**config.mk**
```make
export PLATFORM = sky130hd
export DESIGN_NAME = sdram_port_arbiter_flat
export DESIGN_NICKNAME = d
export VERILOG_FILES = /design/src/rtl/sdram_port_arbiter_if.sv /design/src/rtl/sdram_port_arbiter.sv /design/src/flat_wrapper.sv
export SDC_FILE = /design/constraint.sdc
export NUM_CORES = 1
export LEC_CHECK = 0
export BUFFER_PORTS_ARGS = -buffer_cell sky130_fd_sc_hd__buf_2
export CAP_MARGIN = 40
export CORE_ASPECT_RATIO = 1.2
export CORE_MARGIN = 1
export CORE_UTILIZATION = 30
export DETAILED_ROUTE_END_ITERATION = 12
export HOLD_SLACK_MARGIN = 0.1
export PLACE_DENSITY_LB_ADDON = 0.25
export SLEW_MARGIN = 10
export SYNTH_ARGS = -nofsm -noshare
export SYNTH_HDL_FRONTEND = slang
export SYNTH_SLANG_ARGS = --single-unit
```
**constraint.sdc**
```tcl
create_clock -name i_clk -period 1.8 [get_ports i_clk]
set_clock_uncertainty 0.05 [all_clocks]
set_input_delay 0.09 -clock i_clk [delete_from_list [all_inputs] [get_ports i_clk]]
set_output_delay 0.09 -clock i_clk [all_outputs]
set_load 0.01 [all_outputs]
```
**src/rtl/sdram_port_arbiter_if.sv**
```systemverilog
// Requester and controller signals of the SDRAM port arbiter, bundled as one interface.
// slave is the arbiter's view; master is the surrounding logic (requesters plus controller).
interface sdram_port_arbiter_if #(
   parameter int unsigned ADDR_W = 22,
   parameter int unsigned DATA_W = 16
);
   logic              rd_req;
   logic [ADDR_W-1:0] rd_addr;
   logic              rd_ack;
   logic [DATA_W-1:0] rd_data;
   logic              wr_req;
   logic [ADDR_W-1:0] wr_addr;
   logic [DATA_W-1:0] wr_data;
   logic              wr_ack;
   logic              mc_busy;
   logic              mc_rd_ready;
   logic [DATA_W-1:0] mc_rd_data;
   logic              mc_wr_done;
   logic              mc_rd_enable;
   logic              mc_wr_enable;
   logic [ADDR_W-1:0] mc_addr;
   logic [DATA_W-1:0] mc_wr_data;
   logic [1:0]        owner;

   modport slave (
      input  rd_req, rd_addr, wr_req, wr_addr, wr_data,
      input  mc_busy, mc_rd_ready, mc_rd_data, mc_wr_done,
      output rd_ack, rd_data, wr_ack,
      output mc_rd_enable, mc_wr_enable, mc_addr, mc_wr_data, owner
   );

   modport master (
      output rd_req, rd_addr, wr_req, wr_addr, wr_data,
      output mc_busy, mc_rd_ready, mc_rd_data, mc_wr_done,
      input  rd_ack, rd_data, wr_ack,
      input  mc_rd_enable, mc_wr_enable, mc_addr, mc_wr_data, owner
   );
endinterface

```
**src/rtl/sdram_port_arbiter.sv**
```systemverilog
// Shares one SDRAM controller port between the display read path and the user write path.
// Define RD_STARVE_GUARD_EN to bound consecutive read grants while a write is waiting.
module sdram_port_arbiter #(
   parameter int unsigned ADDR_W     = 22,
   parameter int unsigned DATA_W     = 16,
   parameter int unsigned RD_RUN_MAX = 8
) (
   input  logic                i_clk,
   input  logic                i_rst_n,
   sdram_port_arbiter_if.slave io_bus
);
   typedef enum logic [2:0] {
      StIdle,
      StRdIssue,
      StRdWait,
      StWrIssue,
      StWrWait
   } state_e;

   state_e            r_state;
   state_e            w_state_d;
   logic [ADDR_W-1:0] r_addr;
   logic [DATA_W-1:0] r_wr_data;
   logic [DATA_W-1:0] r_rd_data;
   logic              w_rd_grant;
   logic              w_wr_grant;
   logic              w_rd_ack;
   logic              w_wr_ack;
   logic              w_rd_en;
   logic              w_wr_en;
   logic [1:0]        w_owner;
   logic              w_force_wr;

`ifdef RD_STARVE_GUARD_EN
   localparam logic [3:0] RunMax = 4'(RD_RUN_MAX);

   logic [3:0] r_run_cnt;

   // Counts read grants taken while a write is pending; saturates rather than wrapping.
   always_ff @(posedge i_clk or negedge i_rst_n) begin
      if (!i_rst_n) begin
         r_run_cnt <= '0;
      end else if (!io_bus.wr_req || w_wr_grant) begin
         r_run_cnt <= '0;
      end else if (w_rd_grant && (r_run_cnt != 4'hF)) begin
         r_run_cnt <= r_run_cnt + 4'd1;
      end
   end

   assign w_force_wr = (r_run_cnt >= RunMax);
`else
   logic w_unused_run_max;

   assign w_force_wr       = 1'b0;
   assign w_unused_run_max = |RD_RUN_MAX;
`endif

   always_ff @(posedge i_clk or negedge i_rst_n) begin
      if (!i_rst_n) begin
         r_state <= StIdle;
      end else begin
         r_state <= w_state_d;
      end
   end

   always_comb begin
      w_state_d  = r_state;
      w_rd_grant = 1'b0;
      w_wr_grant = 1'b0;
      w_rd_ack   = 1'b0;
      w_wr_ack   = 1'b0;
      w_rd_en    = 1'b0;
      w_wr_en    = 1'b0;
      w_owner    = 2'b00;
      unique case (r_state)
         StIdle: begin
            if (!io_bus.mc_busy) begin
               if (io_bus.wr_req && (w_force_wr || !io_bus.rd_req)) begin
                  w_wr_grant = 1'b1;
                  w_state_d  = StWrIssue;
               end else if (io_bus.rd_req) begin
                  w_rd_grant = 1'b1;
                  w_state_d  = StRdIssue;
               end
            end
         end
         StRdIssue: begin
            w_rd_en   = 1'b1;
            w_owner   = 2'b01;
            w_state_d = StRdWait;
         end
         StRdWait: begin
            w_owner = 2'b01;
            if (io_bus.mc_rd_ready) begin
               w_rd_ack  = 1'b1;
               w_state_d = StIdle;
            end
         end
         StWrIssue: begin
            w_wr_en   = 1'b1;
            w_owner   = 2'b10;
            w_state_d = StWrWait;
         end
         StWrWait: begin
            w_owner = 2'b10;
            if (io_bus.mc_wr_done) begin
               w_wr_ack  = 1'b1;
               w_state_d = StIdle;
            end
         end
         default: w_state_d = StIdle;
      endcase
   end

   // Address and write data are captured on the grant so requester changes after it are ignored.
   always_ff @(posedge i_clk or negedge i_rst_n) begin
      if (!i_rst_n) begin
         r_addr    <= '0;
         r_wr_data <= '0;
      end else if (w_rd_grant) begin
         r_addr <= io_bus.rd_addr;
      end else if (w_wr_grant) begin
         r_addr    <= io_bus.wr_addr;
         r_wr_data <= io_bus.wr_data;
      end
   end

   always_ff @(posedge i_clk or negedge i_rst_n) begin
      if (!i_rst_n) begin
         r_rd_data <= '0;
      end else if (w_rd_ack) begin
         r_rd_data <= io_bus.mc_rd_data;
      end
   end

   // Bypass the capture register in the ack cycle so rd_data is valid alongside rd_ack.
   assign io_bus.rd_data      = w_rd_ack ? io_bus.mc_rd_data : r_rd_data;
   assign io_bus.rd_ack       = w_rd_ack;
   assign io_bus.wr_ack       = w_wr_ack;
   assign io_bus.mc_rd_enable = w_rd_en;
   assign io_bus.mc_wr_enable = w_wr_en;
   assign io_bus.mc_addr      = r_addr;
   assign io_bus.mc_wr_data   = r_wr_data;
   assign io_bus.owner        = w_owner;

endmodule

```
**src/flat_wrapper.sv**
```systemverilog
// flat-port wrapper written by rule: the top's interface ports become plain ports
module sdram_port_arbiter_flat 
#(
   parameter int unsigned ADDR_W     = 22,
   parameter int unsigned DATA_W     = 16,
   parameter int unsigned RD_RUN_MAX = 8
)
  (i_clk, i_rst_n, io_bus_rd_req, io_bus_rd_addr, io_bus_wr_req, io_bus_wr_addr, io_bus_wr_data, io_bus_mc_busy, io_bus_mc_rd_ready, io_bus_mc_rd_data, io_bus_mc_wr_done, io_bus_rd_ack, io_bus_rd_data, io_bus_wr_ack, io_bus_mc_rd_enable, io_bus_mc_wr_enable, io_bus_mc_addr, io_bus_mc_wr_data, io_bus_owner);
  sdram_port_arbiter_if #(.ADDR_W(ADDR_W), .DATA_W(DATA_W)) io_bus_i ();
  input  logic i_clk;
  input  logic i_rst_n;
  input wire logic [$bits(io_bus_i.rd_req)-1:0] io_bus_rd_req;
  input wire logic [$bits(io_bus_i.rd_addr)-1:0] io_bus_rd_addr;
  input wire logic [$bits(io_bus_i.wr_req)-1:0] io_bus_wr_req;
  input wire logic [$bits(io_bus_i.wr_addr)-1:0] io_bus_wr_addr;
  input wire logic [$bits(io_bus_i.wr_data)-1:0] io_bus_wr_data;
  input wire logic [$bits(io_bus_i.mc_busy)-1:0] io_bus_mc_busy;
  input wire logic [$bits(io_bus_i.mc_rd_ready)-1:0] io_bus_mc_rd_ready;
  input wire logic [$bits(io_bus_i.mc_rd_data)-1:0] io_bus_mc_rd_data;
  input wire logic [$bits(io_bus_i.mc_wr_done)-1:0] io_bus_mc_wr_done;
  output wire logic [$bits(io_bus_i.rd_ack)-1:0] io_bus_rd_ack;
  output wire logic [$bits(io_bus_i.rd_data)-1:0] io_bus_rd_data;
  output wire logic [$bits(io_bus_i.wr_ack)-1:0] io_bus_wr_ack;
  output wire logic [$bits(io_bus_i.mc_rd_enable)-1:0] io_bus_mc_rd_enable;
  output wire logic [$bits(io_bus_i.mc_wr_enable)-1:0] io_bus_mc_wr_enable;
  output wire logic [$bits(io_bus_i.mc_addr)-1:0] io_bus_mc_addr;
  output wire logic [$bits(io_bus_i.mc_wr_data)-1:0] io_bus_mc_wr_data;
  output wire logic [$bits(io_bus_i.owner)-1:0] io_bus_owner;
  assign io_bus_i.rd_req = io_bus_rd_req;
  assign io_bus_i.rd_addr = io_bus_rd_addr;
  assign io_bus_i.wr_req = io_bus_wr_req;
  assign io_bus_i.wr_addr = io_bus_wr_addr;
  assign io_bus_i.wr_data = io_bus_wr_data;
  assign io_bus_i.mc_busy = io_bus_mc_busy;
  assign io_bus_i.mc_rd_ready = io_bus_mc_rd_ready;
  assign io_bus_i.mc_rd_data = io_bus_mc_rd_data;
  assign io_bus_i.mc_wr_done = io_bus_mc_wr_done;
  assign io_bus_rd_ack = io_bus_i.rd_ack;
  assign io_bus_rd_data = io_bus_i.rd_data;
  assign io_bus_wr_ack = io_bus_i.wr_ack;
  assign io_bus_mc_rd_enable = io_bus_i.mc_rd_enable;
  assign io_bus_mc_wr_enable = io_bus_i.mc_wr_enable;
  assign io_bus_mc_addr = io_bus_i.mc_addr;
  assign io_bus_mc_wr_data = io_bus_i.mc_wr_data;
  assign io_bus_owner = io_bus_i.owner;
  sdram_port_arbiter #(.ADDR_W(ADDR_W), .DATA_W(DATA_W), .RD_RUN_MAX(RD_RUN_MAX)) u_core (.i_clk(i_clk), .i_rst_n(i_rst_n), .io_bus(io_bus_i));
endmodule
```
Word-level counts from Yosys, hierarchy flattened --
Cells that the tools add are included.
Storage, ports and cells: flip-flop bits (word level) 57, input bits 83, output and inout bits 60, logic and storage cells 44
Operators by class: equality and inequality tests 8, multiplexer cells 23, bitwise logic cells 1, reductions and logical operators 8
Operators with widths (number):
- $mux W22 | 2
- $mux W16 | 1
- $mux W3 | 5
- $pmux W3 S5 | 1
- $mux W1 | 13
- $eq A3 B2 Y1 const B | 2
- $ne A2 B2 Y1 const B | 3
- $pmux W2 S2 | 1
- $reduce_and A4 Y1 | 1
- $reduce_or A2 Y1 | 2
- $eq A3 B1 Y1 const B | 1
- $eq A3 B3 Y1 const B | 1
- $logic_not A3 Y1 | 1
- $ne A3 B2 Y1 const B | 1
- $reduce_and A2 Y1 | 1
- $reduce_bool A2 Y1 | 1
- $logic_and A1 B1 Y1 | 1
- $logic_not A1 Y1 | 1
- $not A1 Y1 | 1

Logic depth before layout (Yosys ltp) --
Gate-level depths: netlist (run 1).
word-level depth 7, depth in mapped cells 6, depth with buffers taken out 3

Worst setup path after synthesis (run 1) --
OpenSTA, ideal clock, no wires.
path kind register to register, start register u_core.r_state[0], end register u_core.r_wr_data[10] (netlist: u_core.io_bus.mc_wr_data[10]), library setup time 0.127 ns, arrival time 1.649 ns, required time 1.623 ns, setup slack -0.027 ns, stages on the path, launching flop included 7, path buffers 3, clock period less this slack 1.827 ns, cells stage by stage dfrtp_1 -> buf_2 -> nor4_4 -> and2_1 -> buf_4 -> buf_6 -> mux2_1
On the way: word-level cells in the longest chain between the ends 4, elaborated cells between the ends (all ways) 5, classes of those cells 2 x mux; 1 x bitwise; 2 x reduce/logical
RTL lines:
- start: declaration | line sdram_port_arbiter.sv:20 | state_e r_state;
- start signal: assignment | line sdram_port_arbiter.sv:60 | r_state <= StIdle;
- start signal: assignment | line sdram_port_arbiter.sv:62 | r_state <= w_state_d;
- $logic_not A3 Y1 * | line sdram_port_arbiter.sv:75 | unique case (r_state)
- $mux W1 | line sdram_port_arbiter.sv:75
- $not A1 Y1 (no source line)
- $reduce_and A2 Y1 (no source line) *
- end signal: assignment | line sdram_port_arbiter.sv:124 | r_wr_data <= io_bus.wr_data;
- end: declaration | line sdram_port_arbiter.sv:23 | logic [DATA_W-1:0] r_wr_data;
Every way passes the cells marked *; elsewhere a longest branch is shown, timed or not. A chain may end at the register's enable or synchronous reset.

Final worst setup path (run 1) --
start register u_core.r_state[2], end output io_bus_rd_data[4]
On the way: word-level cells in the longest chain between the ends 3
RTL lines:
- $eq A3 B2 Y1 | line sdram_port_arbiter.sv:75
- $mux W1 | line sdram_port_arbiter.sv:75
- $mux W16 | line sdram_port_arbiter.sv:137 | assign io_bus.rd_data = w_rd_ack ? io_bus.mc_rd_data : r_rd_data;
- end: declaration | line flat_wrapper.sv:22 | output wire logic [$bits(io_bus_i.rd_data)-1:0] io_bus_rd_data;
No other way between the ends.

==> metrics.md, run 1 <==
| Metric | Value |
|---|---|
| Status | complete, but fails checks |
| Failing checks | setup timing |
| Overflow after GRT | 0 |
| Clock Latency Late Sink | 0.33 ns |
| Hold WC Path Type | in2async |
| DRT antenna net count | 0 |
| DRC | 0 |
| CTS buffer count | 9 |
| Clk sinks | 57 |
| Wirelength per Cell | approximately 15 µm |
| Die Span X | between 80 and 90 µm |
| Share of cells above drive strength 1 | 45.3% |
| Design area | around 0.0048 mm² |
| Pwr dens | around 1400 mW/mm² |
| Min Tclk post-route | just under 2 ns |
| GPL Wtd Cong | slightly above 0.7 |
| Seq/Total Area, Yosys | 54.9% |
| Drt pass-1 iters | 4 |
| Synth Warn # | 0 |
| Final hold violations | 0 |
| PortBufs | roughly 140 |
| Distinct cells, synth | 26 |
| Core ar. | just over 0.008 mm² |
| Most common cell on crit path | buf_6 |
| Mapped Nets | a little over 300 |
| Crit-path max FO | 5 |
| Final non-filler cell total | around 570 |
| Antenna diodes | 0 |
| Htree depth | 3 |
| Layout area overhead | 83.1% |
| First-pass GRT wire length | roughly 14 mm |
| Dpl hpwl | ~4.7 mm |
| Max incr delay on CP | between 0.4 and 0.5 ns |
| Synthesized area per cell | ~12 µm² |
| Commonest non-fill, non-tap cells in the layout | buf_2 (126), dlygate4sd3_1 (80), dfrtp_1 (54) |
| GRT Util Overall | between 10% and 20% |
| CTS tree | yes |
| Final Cycle Share | 107% |
| Initial core utilization | 31.5% |
| Initial antenna violation count | 0 |
| Setup ws final | -0.126 ns |
| Vias in the first global route | between 2000 and 3000 |
| Final Max Slew Viols | 0 |
| WL final | 8.41 mm |
| Worst-path cell chain | nor4bb_4, buf_4, buf_6, mux2_4, buf_6 |
| Worst-margin pin slew | 0.505 ns |
| VDD IR max | around 0.00053 V |
| Die Height | between 100 and 150 µm |
| Initial DRC count | 94 |
| Synthesized area | roughly 0.0026 mm² |
| Critical path class | reg2out |
| Unrepaired setup endpoints after global routing | true |
| Worst EP required | around 1.7 ns |
| Worst slew margin | between 60% and 70% |
| Post-Place Cells | about 470 |
| Slowest cell on crit path | dfrtp_2 |
| I/O Pins | roughly 140 |
| CP endpoint kind | output pin |
| Max Buffers Root-to-Sink | 2 |
| P_leak | between 2 and 2.5 nW |
| Placed Area | around 0.0035 mm² |
| DIE AREA | between 0.009 and 0.01 mm² |
| Maximum number of pins on one net before global-route repair | between 40 and 50 |
| Clk slew on worst S/H paths | approximately 0.070 ns |
| Via count | 2736 |
| Final setup vio count | 16 |
| Layout net count | ~530 |
| Max-Cap Viols | 0 |
| Root Driver | clkbuf_8 |
| Commonest non-fill, non-tap cell in the layout | buf_2 |
| Cells after Synth | 220 |
| Fmax achieved | just over 500 MHz |
| Drt via density | just under 5 |
| Critical Path AT | approximately 1.8 ns |
| Synthesis-stage register bit count | 57 |
| Placement Setup Slack | 0.0591 ns |
| Row cnt | 36 |
| Setup crit start kind | flip-flop |
-- state kept, by name, summed over array words and instances (netlist names) --
| signal | flops |
|---|---|
| u_core.io_bus.mc_addr | 22 |
| u_core.io_bus.mc_wr_data | 16 |
| u_core.r_rd_data | 16 |
| u_core.r_state | 3 |
-- what timing repair did --
item | CTS | global route
setup buffers | 4 | 2
hold endpoints to repair | 76 | 0
hold buffers | 80 | 0
cloned | 1 | 1
gates resized for setup | 40 | 4
pin swaps | 1 | 1
setup endpoints to repair | 16 | 53
-- cell usage after synthesis --
| library cell | instances | area share, % |
|---|---|---|
| dfrtp_1 | 57 | 55 |
| nand2_1 | 24 | 3.5 |
| nand3_1 | 23 | 4.4 |
| a32oi_1 | 22 | 7.4 |
| mux2_2 | 22 | 9.5 |
| nand4b_1 | 21 | 7.1 |
| clkbuf_1 | 17 | 2.5 |
| mux2_1 | 10 | 4.3 |
| buf_2 | 4 | 0.77 |
| nor2_1 | 4 | 0.58 |
| a211oi_1 | 1 | 0.29 |
| and2_1 | 1 | 0.24 |
| and3_1 | 1 | 0.24 |
| buf_4 | 1 | 0.29 |
| buf_6 | 1 | 0.43 |
| inv_1 | 1 | 0.14 |
| nand2b_1 | 1 | 0.24 |
| nand3b_1 | 1 | 0.29 |
| nor2b_1 | 1 | 0.24 |
| nor3b_1 | 1 | 0.29 |
| nor4_4 | 1 | 0.82 |
| nor4bb_1 | 1 | 0.39 |
| o21a_1 | 1 | 0.29 |
| o21ai_0 | 1 | 0.19 |
| or4_1 | 1 | 0.29 |
| xnor2_1 | 1 | 0.34 |
-- cells by family (layout without fill, tap and decap cells) --
| family | Yosys count | after routing | share of synthesized area [%] |
|---|---|---|---|
| buffers and inverters | 24 | 259 | 4.09 |
| AO/OA/AOI/OAI | 25 | 25 | 8.19 |
| multiplexers | 32 | 32 | 13.9 |
| XOR/XNOR | 1 | 1 | 0.337 |
| flip-flops | 57 | 57 | 54.9 |
| AND/OR/NAND/NOR | 81 | 81 | 18.6 |
-- cell type report --
type | instances | area, µm²
fillers | 715 | 3490
repair buffers | 242 | 1820
flip-flops and latches | 57 | 1430
multi-input cells | 139 | 1140
well taps | 114 | 143
clock buffers | 9 | 124
clock inverters | 7 | 95.1
inverters | 1 | 3.75
-- power breakdown --
part           switching [W]  total, W  internal (W)  leakage, nW
Clock               0.000533   0.00131      0.000778        0.109
Sequential          0.000387   0.00232       0.00193        0.671
Combinational        0.00146   0.00323       0.00177         1.49
Total                0.00238   0.00686       0.00448         2.27
-- layer usage --
layer / GRT usage [%] / wire, µm
met1: 22.0 / 3410
met3: 3.73 / 478
met4: 7.86 / 120
met5: 0 / 0
met2: 34.1 / 4400
-- path summary, 6_finish.rpt --
path,end,slack [ns],cells past startpoint,startpoint
setup / recovery,io_bus_rd_data[4],-0.13,5,u_core.r_state[2]$_DFFE_PN0P_
hold / removal,u_core.io_bus.mc_addr[15]$_DFFE_PN0P_,0.21,2,i_rst_n
setup reg to reg,u_core.io_bus.mc_wr_data[6]$_DFFE_PN0P_,0.08,5,u_core.r_state[2]$_DFFE_PN0P_
hold reg to reg,u_core.io_bus.mc_wr_data[5]$_DFFE_PN0P_,0.43,1,u_core.io_bus.mc_wr_data[5]$_DFFE_PN0P_
max in group asynchronous,u_core.io_bus.mc_wr_data[0]$_DFFE_PN0P_,0.83,3,i_rst_n
min in group i_clk,u_core.io_bus.mc_addr[21]$_DFFE_PN0P_,0.22,4,io_bus_rd_req
-- through the flow --
| stage | hold slack (ns) | TNS, ns | power [W] | utilization [%] |
|---|---|---|---|---|
| after floorplan | -0.256 | -0.157 | 0.00371 | - |
| after global placement | 0.0420 | 0 | 0.00471 | 42.0 |
| after detailed placement | 0.0471 | 0 | 0.00479 | 42.0 |
| after CTS | 0.194 | -2.55 | 0.00682 | 57.0 |
| after global routing | 0.252 | -2.88 | 0.00732 | 57.7 |
| final | 0.208 | -1.84 | 0.00686 | 57.7 |
-- critical path, delay by kind of cell, from the launching register on --
kind	cells	cell delay, ns
buf+inv	3	0.44
flops	1	0.43
mux	1	0.32
simple gates	1	0.27
Note: power is estimated with default switching activity, not from simulation.
==> inputs of run 2 (changes only) <==
==> constraint.sdc (replaced) <==
create_clock -name i_clk -period 1.6 [get_ports i_clk]
set_clock_uncertainty 0.05 [all_clocks]
set_input_delay 0.08 -clock i_clk [delete_from_list [all_inputs] [get_ports i_clk]]
set_output_delay 0.08 -clock i_clk [all_outputs]
set_load 0.01 [all_outputs]
==> run 2 against run 1 <==
Net effect: the flow still finishes with violations (setup timing); sequential cell count unchanged; utilization up 6.1 points; sequential power up 14%; worst hold slack worse by 0.059 ns; final area up 11%; critical path type unchanged.
==> metrics.md, run 2 (synthesis results as in run 1) <==
| Metric | Value |
|---|---|
| Hold_ws | 0.149 ns (was 0.208 ns) |
| Min Tclk post-route | between 1.5 and 2 ns |
| Worst slew margin | 73.5% (was 66.4%) |
| Final Cycle Share | 123% |
| Hold WC Path Type | in2reg (was in2async) |
| Die Span X | 86.9 µm (unchanged) |
| Worst r2r dst | u_core.io_bus.mc_addr[7]$_DFFE_PN0P_ (was u_core.io_bus.mc_wr_data[6]$_DFFE_PN0P_) |
| Dpl hpwl | 4.60 mm (was 4.71 mm) |
| Wirelength per Cell | 16.7 µm (was 14.8 µm) |
| Initial antenna violation count | 0 (unchanged) |
| First-pass GRT wire length | 14.1 mm (was 13.7 mm) |
| Worst-path cell chain | nor4bb_4, buf_6, clkbuf_16, mux2_4, buf_6 (was nor4bb_4, buf_4, buf_6, mux2_4, buf_6) |
| Core ar. | 0.00824 mm² (unchanged) |
| Commonest non-fill, non-tap cell in the layout | buf_2 (unchanged) |
| Worst reg2reg setup slack | -0.26 ns (was 0.08 ns) |
| Setup TNS | -13.52 ns (was -1.84 ns) |
| PortBufs | 142 (unchanged) |
| Most common cell on crit path | buf_6 (unchanged) |
| Setup ws final | -0.360 ns (was -0.126 ns) |
| Layout area overhead | 103% (was 83.1%) |
| Drt via density | 4.97 (was 4.81) |
| Clk slew on worst S/H paths | 0.07 ns (about the same) |
| Worst-margin pin slew | 0.398 ns (was 0.505 ns) |
| Min-delay src | io_bus_rd_req |
| Antenna diodes | 0 (unchanged) |
| Fmax achieved | between 500 and 600 MHz |
| Die Height | 104 µm (unchanged) |
| Hold path depth | 5 |
| Maximum number of pins on one net before global-route repair | 58 (was 45) |
| P_leak | 2.50 nW (was 2.27 nW) |
| CP endpoint kind | output pin (unchanged) |
| Buffers & Inverters on Critical Path | 3 (unchanged) |
| VDD IR max | 0.000728 V (was 0.000528 V) |
| Pwr dens | 1690 mW/mm² (was 1440 mW/mm²) |
| CTS buffer count | 9 (unchanged) |
| Cells on worst reg2reg path | 9 (was 5) |
| Layout net count | 551 (was 533) |
| GRT Util Overall | 20.1% (was 19.2%) |
| Setup crit start kind | flip-flop (unchanged) |
| Share of cells above drive strength 1 | 51.0% (was 45.3%) |
| Clk sinks | 57 (unchanged) |
| Crit-path max FO | 8 (was 5) |
| Vias in the first global route | 2886 (was 2901) |
| Max Buffers Root-to-Sink | 2 (unchanged) |
| Initial DRC count | 99 (was 94) |
| Drt pass-1 iters | 4 (unchanged) |
| I/O Pins | 143 (unchanged) |
| DRT antenna net count | 0 (unchanged) |
| Final Max Slew Viols | 0 (unchanged) |
| Via count | 2917 (was 2736) |
| CTS tree | yes (unchanged) |
| WL final | 9.78 mm (was 8.41 mm) |
| Worst EP required | 1.47 ns (was 1.66 ns) |
| Final hold violations | 0 (unchanged) |
| Commonest non-fill, non-tap cells in the layout | buf_2 (126), dlygate4sd3_1 (80), dfrtp_1 (55) (was buf_2 (126), dlygate4sd3_1 (80), dfrtp_1 (54)) |
| Max FFs per register | 22 (unchanged) |
| Max-Cap Viols | 0 (unchanged) |
| Initial core utilization | 31.5% (unchanged) |
| Unrepaired setup endpoints after global routing | true (unchanged) |
| Critical path class | reg2out (unchanged) |
| DRC | 0 (unchanged) |
| CP top delay family | buffers and inverters (unchanged) |
| Critical Path AT | 1.83 ns (was 1.79 ns) |
| Placement Setup Slack | -0.0673 ns (was 0.0591 ns) |
| Clock Latency Late Sink | 0.34 ns (was 0.33 ns) |
| Overflow after GRT | 0 (unchanged) |
| Status | complete, but fails checks (unchanged) |
| DIE AREA | 0.00904 mm² (unchanged) |
| Slowest cell on crit path | dfrtp_2 (unchanged) |
| GPL Wtd Cong | 0.736 (was 0.722) |
| Max incr delay on CP | 0.43 ns (about the same) |
| Root Driver | clkbuf_8 (unchanged) |
| Failing checks | setup timing (unchanged) |
| Final setup vio count | 59 (was 16) |
| Htree depth | 3 (unchanged) |
| Row cnt | 36 (unchanged) |
| Core Util, Final | 63.9% (was 57.7%) |
| Worst Hold End | u_core.r_state[1]$_DFFE_PN0P_ |
| Worst reg2reg startpoint | u_core.r_state[0]$_DFFE_PN0P_ (was u_core.r_state[2]$_DFFE_PN0P_) |
-- run 2: metal layers --
layer  GRT usage (%)  share of wire, %  vias to the layer above  routed length (µm)
li1                -                 -                     1318                   -
met1            23.6                40                     1416                3870
met2            34.8                52                      164                5080
met3            4.76               6.2                       19                 607
met4            8.10               2.3                        0                 227
met5               0                 0                        -                   0
-- run 2: per-stage QoR --
stage	power (W)	instance area [µm²]	std cells
2_1_floorplan	0.00433	2680	220
3_3_place_gp	0.00547	3540	466
3_5_place_dp	0.00552	3540	466
4_1_cts	0.00804	4900	575
5_1_grt	0.00936	5260	587
6_report	0.00889	5260	587
-- run 2: area by class of cell --
cell class | instances | area, µm²
Clock buffer | 11 | 151
Clock inverter | 5 | 77.6
Fill cell | 612 | 2980
Inverter | 1 | 3.75
Multi-Input combinational cell | 139 | 1240
Sequential cell | 57 | 1430
Tap cell | 114 | 143
Timing Repair Buffer | 260 | 2220
-- run 2: report_power, final --
part,internal [W],switching [W]
registers,0.00218,0.000463
logic,0.00276,0.00196
clock network,0.000956,0.000584
total,0.00589,0.00301
-- run 2: worst min-delay path: cells and delay by family --
family                 cells  cell delay [ns]
and+or+nand+nor            2             0.12
buffers and inverters      2             0.24
AOI/OAI and AO/OA          1             0.07
-- run 2: repair_timing --
| item | 4_1_cts | 5_1_grt |
|---|---|---|
| pin swaps | 13 | 34 |
| buffers inserted | 7 | 11 |
| hold buffers | 80 | 0 |
| cloned | 6 | 5 |
| gates resized for setup | 27 | 44 |
| setup endpoints to repair | 53 | 60 |
| endpoints found under the hold margin | 113 | 0 |
-- run 2: how the worst max path moves through the flow --
| stage | startpoint | end | slack [ns] | depth (start not counted) |
|---|---|---|---|---|
| floorplan | u_core.r_state[0]$_DFFE_PN0P_ | u_core.io_bus.mc_wr_data[12]$_DFFE_PN0P_ | -0.21 | 6 |
| global placement | u_core.r_state[1]$_DFFE_PN0P_ | io_bus_rd_data[15] | -0.01 | 4 |
| finish | u_core.r_state[0]$_DFFE_PN0P_ | io_bus_rd_data[10] | -0.36 | 5 |
| detailed placement | u_core.r_state[1]$_DFFE_PN0P_ | io_bus_rd_data[2] | -0.07 | 4 |
| CTS | u_core.r_state[2]$_DFFE_PN0P_ | io_bus_rd_data[15] | -0.39 | 4 |
| global route | u_core.r_state[0]$_DFFE_PN0P_ | io_bus_rd_data[12] | -0.42 | 5 |
==> inputs of run 3 (changes only) <==
==> constraint.sdc (replaced) <==
create_clock -name i_clk -period 2.13 [get_ports i_clk]
set_clock_uncertainty 0.05 [all_clocks]
set_input_delay 0.1065 -clock i_clk [delete_from_list [all_inputs] [get_ports i_clk]]
set_output_delay 0.1065 -clock i_clk [all_outputs]
set_load 0.01 [all_outputs]
==> run 3 against run 2 <==
Net effect: the flow now finishes without violations; utilization fell by 9.5 points; critical path type unchanged; via count fell by 8.8%; sequential share of layout area rose by 4.8 points; first-iteration DRC count fell by 23%; sequential cell count did not move; largest cell class unchanged; die area did not move; worst hold slack improved by 0.058 ns.
==> metrics.md, run 3 (synthesis results as in run 1) <==
| Metric | Value |
|---|---|
| Status | finished, final reports clean (was complete, but fails checks) |
| CTS buffer count | 9 (unchanged) |
| Dpl hpwl | 4.59 mm (was 4.60 mm) |
| Clk slew on worst S/H paths | 0.07 ns (about the same) |
| Worst EP required | 1.97 ns (was 1.47 ns) |
| Final Max Slew Viols | 0 (unchanged) |
| Commonest non-fill, non-tap cells in the layout | buf_2 (142), dlygate4sd3_1 (81), dfrtp_1 (55) (was buf_2 (126), dlygate4sd3_1 (80), dfrtp_1 (55)) |
| Worst reg2reg setup slack | 0.41 ns (was -0.26 ns) |
| Initial antenna violation count | 0 (unchanged) |
| Pwr dens | 1180 mW/mm² (was 1690 mW/mm²) |
| CP startpoint | u_core.r_state[0]$_DFFE_PN0P_ (unchanged) |
| Core ar. | 0.00824 mm² (unchanged) |
| Maximum number of pins on one net before global-route repair | 45 (was 58) |
| CP Capture Point | io_bus_rd_data[10] (unchanged) |
| Htree depth | 3 (unchanged) |
| Via count | 2660 (was 2917) |
| Die Height | 104 µm (unchanged) |
| VDD IR max | 0.000480 V (was 0.000728 V) |
| Critical Path AT | 1.88 ns (was 1.83 ns) |
| Crit-path max FO | 17 (was 8) |
| Critical path class | reg2out (unchanged) |
| DRC | 0 (unchanged) |
| Die Span X | 86.9 µm (unchanged) |
| P_leak | 2.12 nW (was 2.50 nW) |
| # fillers | 665 (was 612) |
| Worst r2r dst | u_core.io_bus.mc_wr_data[6]$_DFFE_PN0P_ (was u_core.io_bus.mc_addr[7]$_DFFE_PN0P_) |
| Final setup vio count | 0 (was 59) |
| Worst slew margin | 69.7% (was 73.5%) |
| Drt via density | 4.76 (was 4.97) |
| Setup TNS | 0 ns (was -13.52 ns) |
| Final hold violations | 0 (unchanged) |
| Initial DRC count | 76 (was 99) |
| GRT Util Overall | 17.7% (was 20.1%) |
| Commonest non-fill, non-tap cell in the layout | buf_2 (unchanged) |
| CTS tree | yes (unchanged) |
| Hold WC Path Type | in2reg (unchanged) |
| Root Driver | clkbuf_8 (unchanged) |
| Setup crit start kind | flip-flop (unchanged) |
| Min Tclk post-route | roughly 2.0 ns |
| Fmax achieved | around 490 MHz |
| Overflow after GRT | 0 (unchanged) |
| DIE AREA | 0.00904 mm² (unchanged) |
| Final non-filler cell total | 559 (was 587) |
| Layout net count | 523 (was 551) |
| PortBufs | 142 (unchanged) |
| Initial core utilization | 31.5% (unchanged) |
| WL final | 7.95 mm (was 9.78 mm) |
| Final Cycle Share | a little over nine tenths |
| GPL Wtd Cong | 0.722 (was 0.736) |
| DRT antenna net count | 0 (unchanged) |
| Max FFs per register | 22 (unchanged) |
| Post-Place Cells | 462 (was 466) |
| Worst-margin pin slew | 0.455 ns (was 0.398 ns) |
| Hold path depth | 4 (was 5) |
| Layout area overhead | 72.4% (was 103%) |
| Antenna diodes | 0 (unchanged) |
| Cells on worst reg2reg path | 4 (was 9) |
| Share of cells above drive strength 1 | 43.4% (was 51.0%) |
| Row cnt | 36 (unchanged) |
| Unrepaired setup endpoints after global routing | false (was true) |
| First-pass GRT wire length | 12.6 mm (was 14.1 mm) |
| CP endpoint kind | output pin (unchanged) |
| Vias in the first global route | 2658 (was 2886) |
| Max Buffers Root-to-Sink | 2 (unchanged) |
| Total power | 0.00529 W (was 0.00889 W) |
| Max-Cap Viols | 0 (unchanged) |
| Worst reg2reg startpoint | u_core.r_state[0]$_DFFE_PN0P_ (unchanged) |
| Clock Latency Late Sink | 0.33 ns (was 0.34 ns) |
| Clk sinks | 57 (unchanged) |
| Wirelength per Cell | 14.2 µm (was 16.7 µm) |
| I/O Pins | 143 (unchanged) |
| Drt pass-1 iters | 4 (unchanged) |
==> run 3: report_power, final <==
group          switching [W]  internal, W
Combinational        0.00111      0.00107
Sequential          0.000333      0.00163
Clock               0.000429     0.000718
Total                0.00187      0.00342
==> run 3: stage by stage <==
stage / setup WS, ns / instance area [µm²] / util (%) / hold slack (ns)
after global placement: 0.382 / 3430 / 41.6 / 0.102
after detailed placement: 0.354 / 3430 / 41.6 / 0.105
after floorplan: 0.303 / 2600 / - / -0.239
after CTS: 0.0221 / 4470 / 54.3 / 0.200
final: 0.0935 / 4480 / 54.3 / 0.207
after global routing: 0.0166 / 4480 / 54.3 / 0.239
==> run 3: area by class of cell <==
cell class / instances / area (µm²) / share of cell area [%]
clock inverter: 5 / 77.6 / 1.73
tap: 114 / 143 / 3.19
inverter: 1 / 3.75 / 0.0838
multi-input combinational: 139 / 1080 / 24.1
clock buffer: 11 / 151 / 3.38
sequential: 57 / 1430 / 31.9
timing repair buffer: 232 / 1590 / 35.6
==> run 3: timing repair <==
item                       4_1_cts  5_1_grt
setup endpoints to repair       16       16
gates resized for setup          1        2
hold endpoints to repair       113        0
setup buffers                    0        0
hold buffers                    81        0
==> run 3: routing by layer <==
metal,wire length (µm),global-route usage [%],up-vias
li1,-,-,1261
met1,3220,20.5,1263
met2,3990,30.5,125
met3,621,4.60,11
met4,115,7.38,0
met5,0,0,-
==> run 3: how the worst min path moves through the flow <==
stage | start | to | slack (ns)
global route | io_bus_rd_req | u_core.io_bus.mc_addr[20]$_DFFE_PN0P_ | 0.24
detailed placement | i_rst_n | u_core.r_rd_data[0]$_DFF_PN0_ | 0.10
floorplan | i_rst_n | u_core.io_bus.mc_addr[0]$_DFFE_PN0P_ | -0.24
CTS | io_bus_rd_req | u_core.io_bus.mc_addr[15]$_DFFE_PN0P_ | 0.20
finish | io_bus_rd_req | u_core.io_bus.mc_addr[20]$_DFFE_PN0P_ | 0.21
global placement | i_rst_n | u_core.r_rd_data[0]$_DFF_PN0_ | 0.10
==> run 3: worst max-delay path, stage by stage (launching register included) <==
cell and delay, ns:
dfrtp_2 0.48, nor4bb_4 0.31, buf_6 0.23, mux2_2 0.38
buf_2 0.14
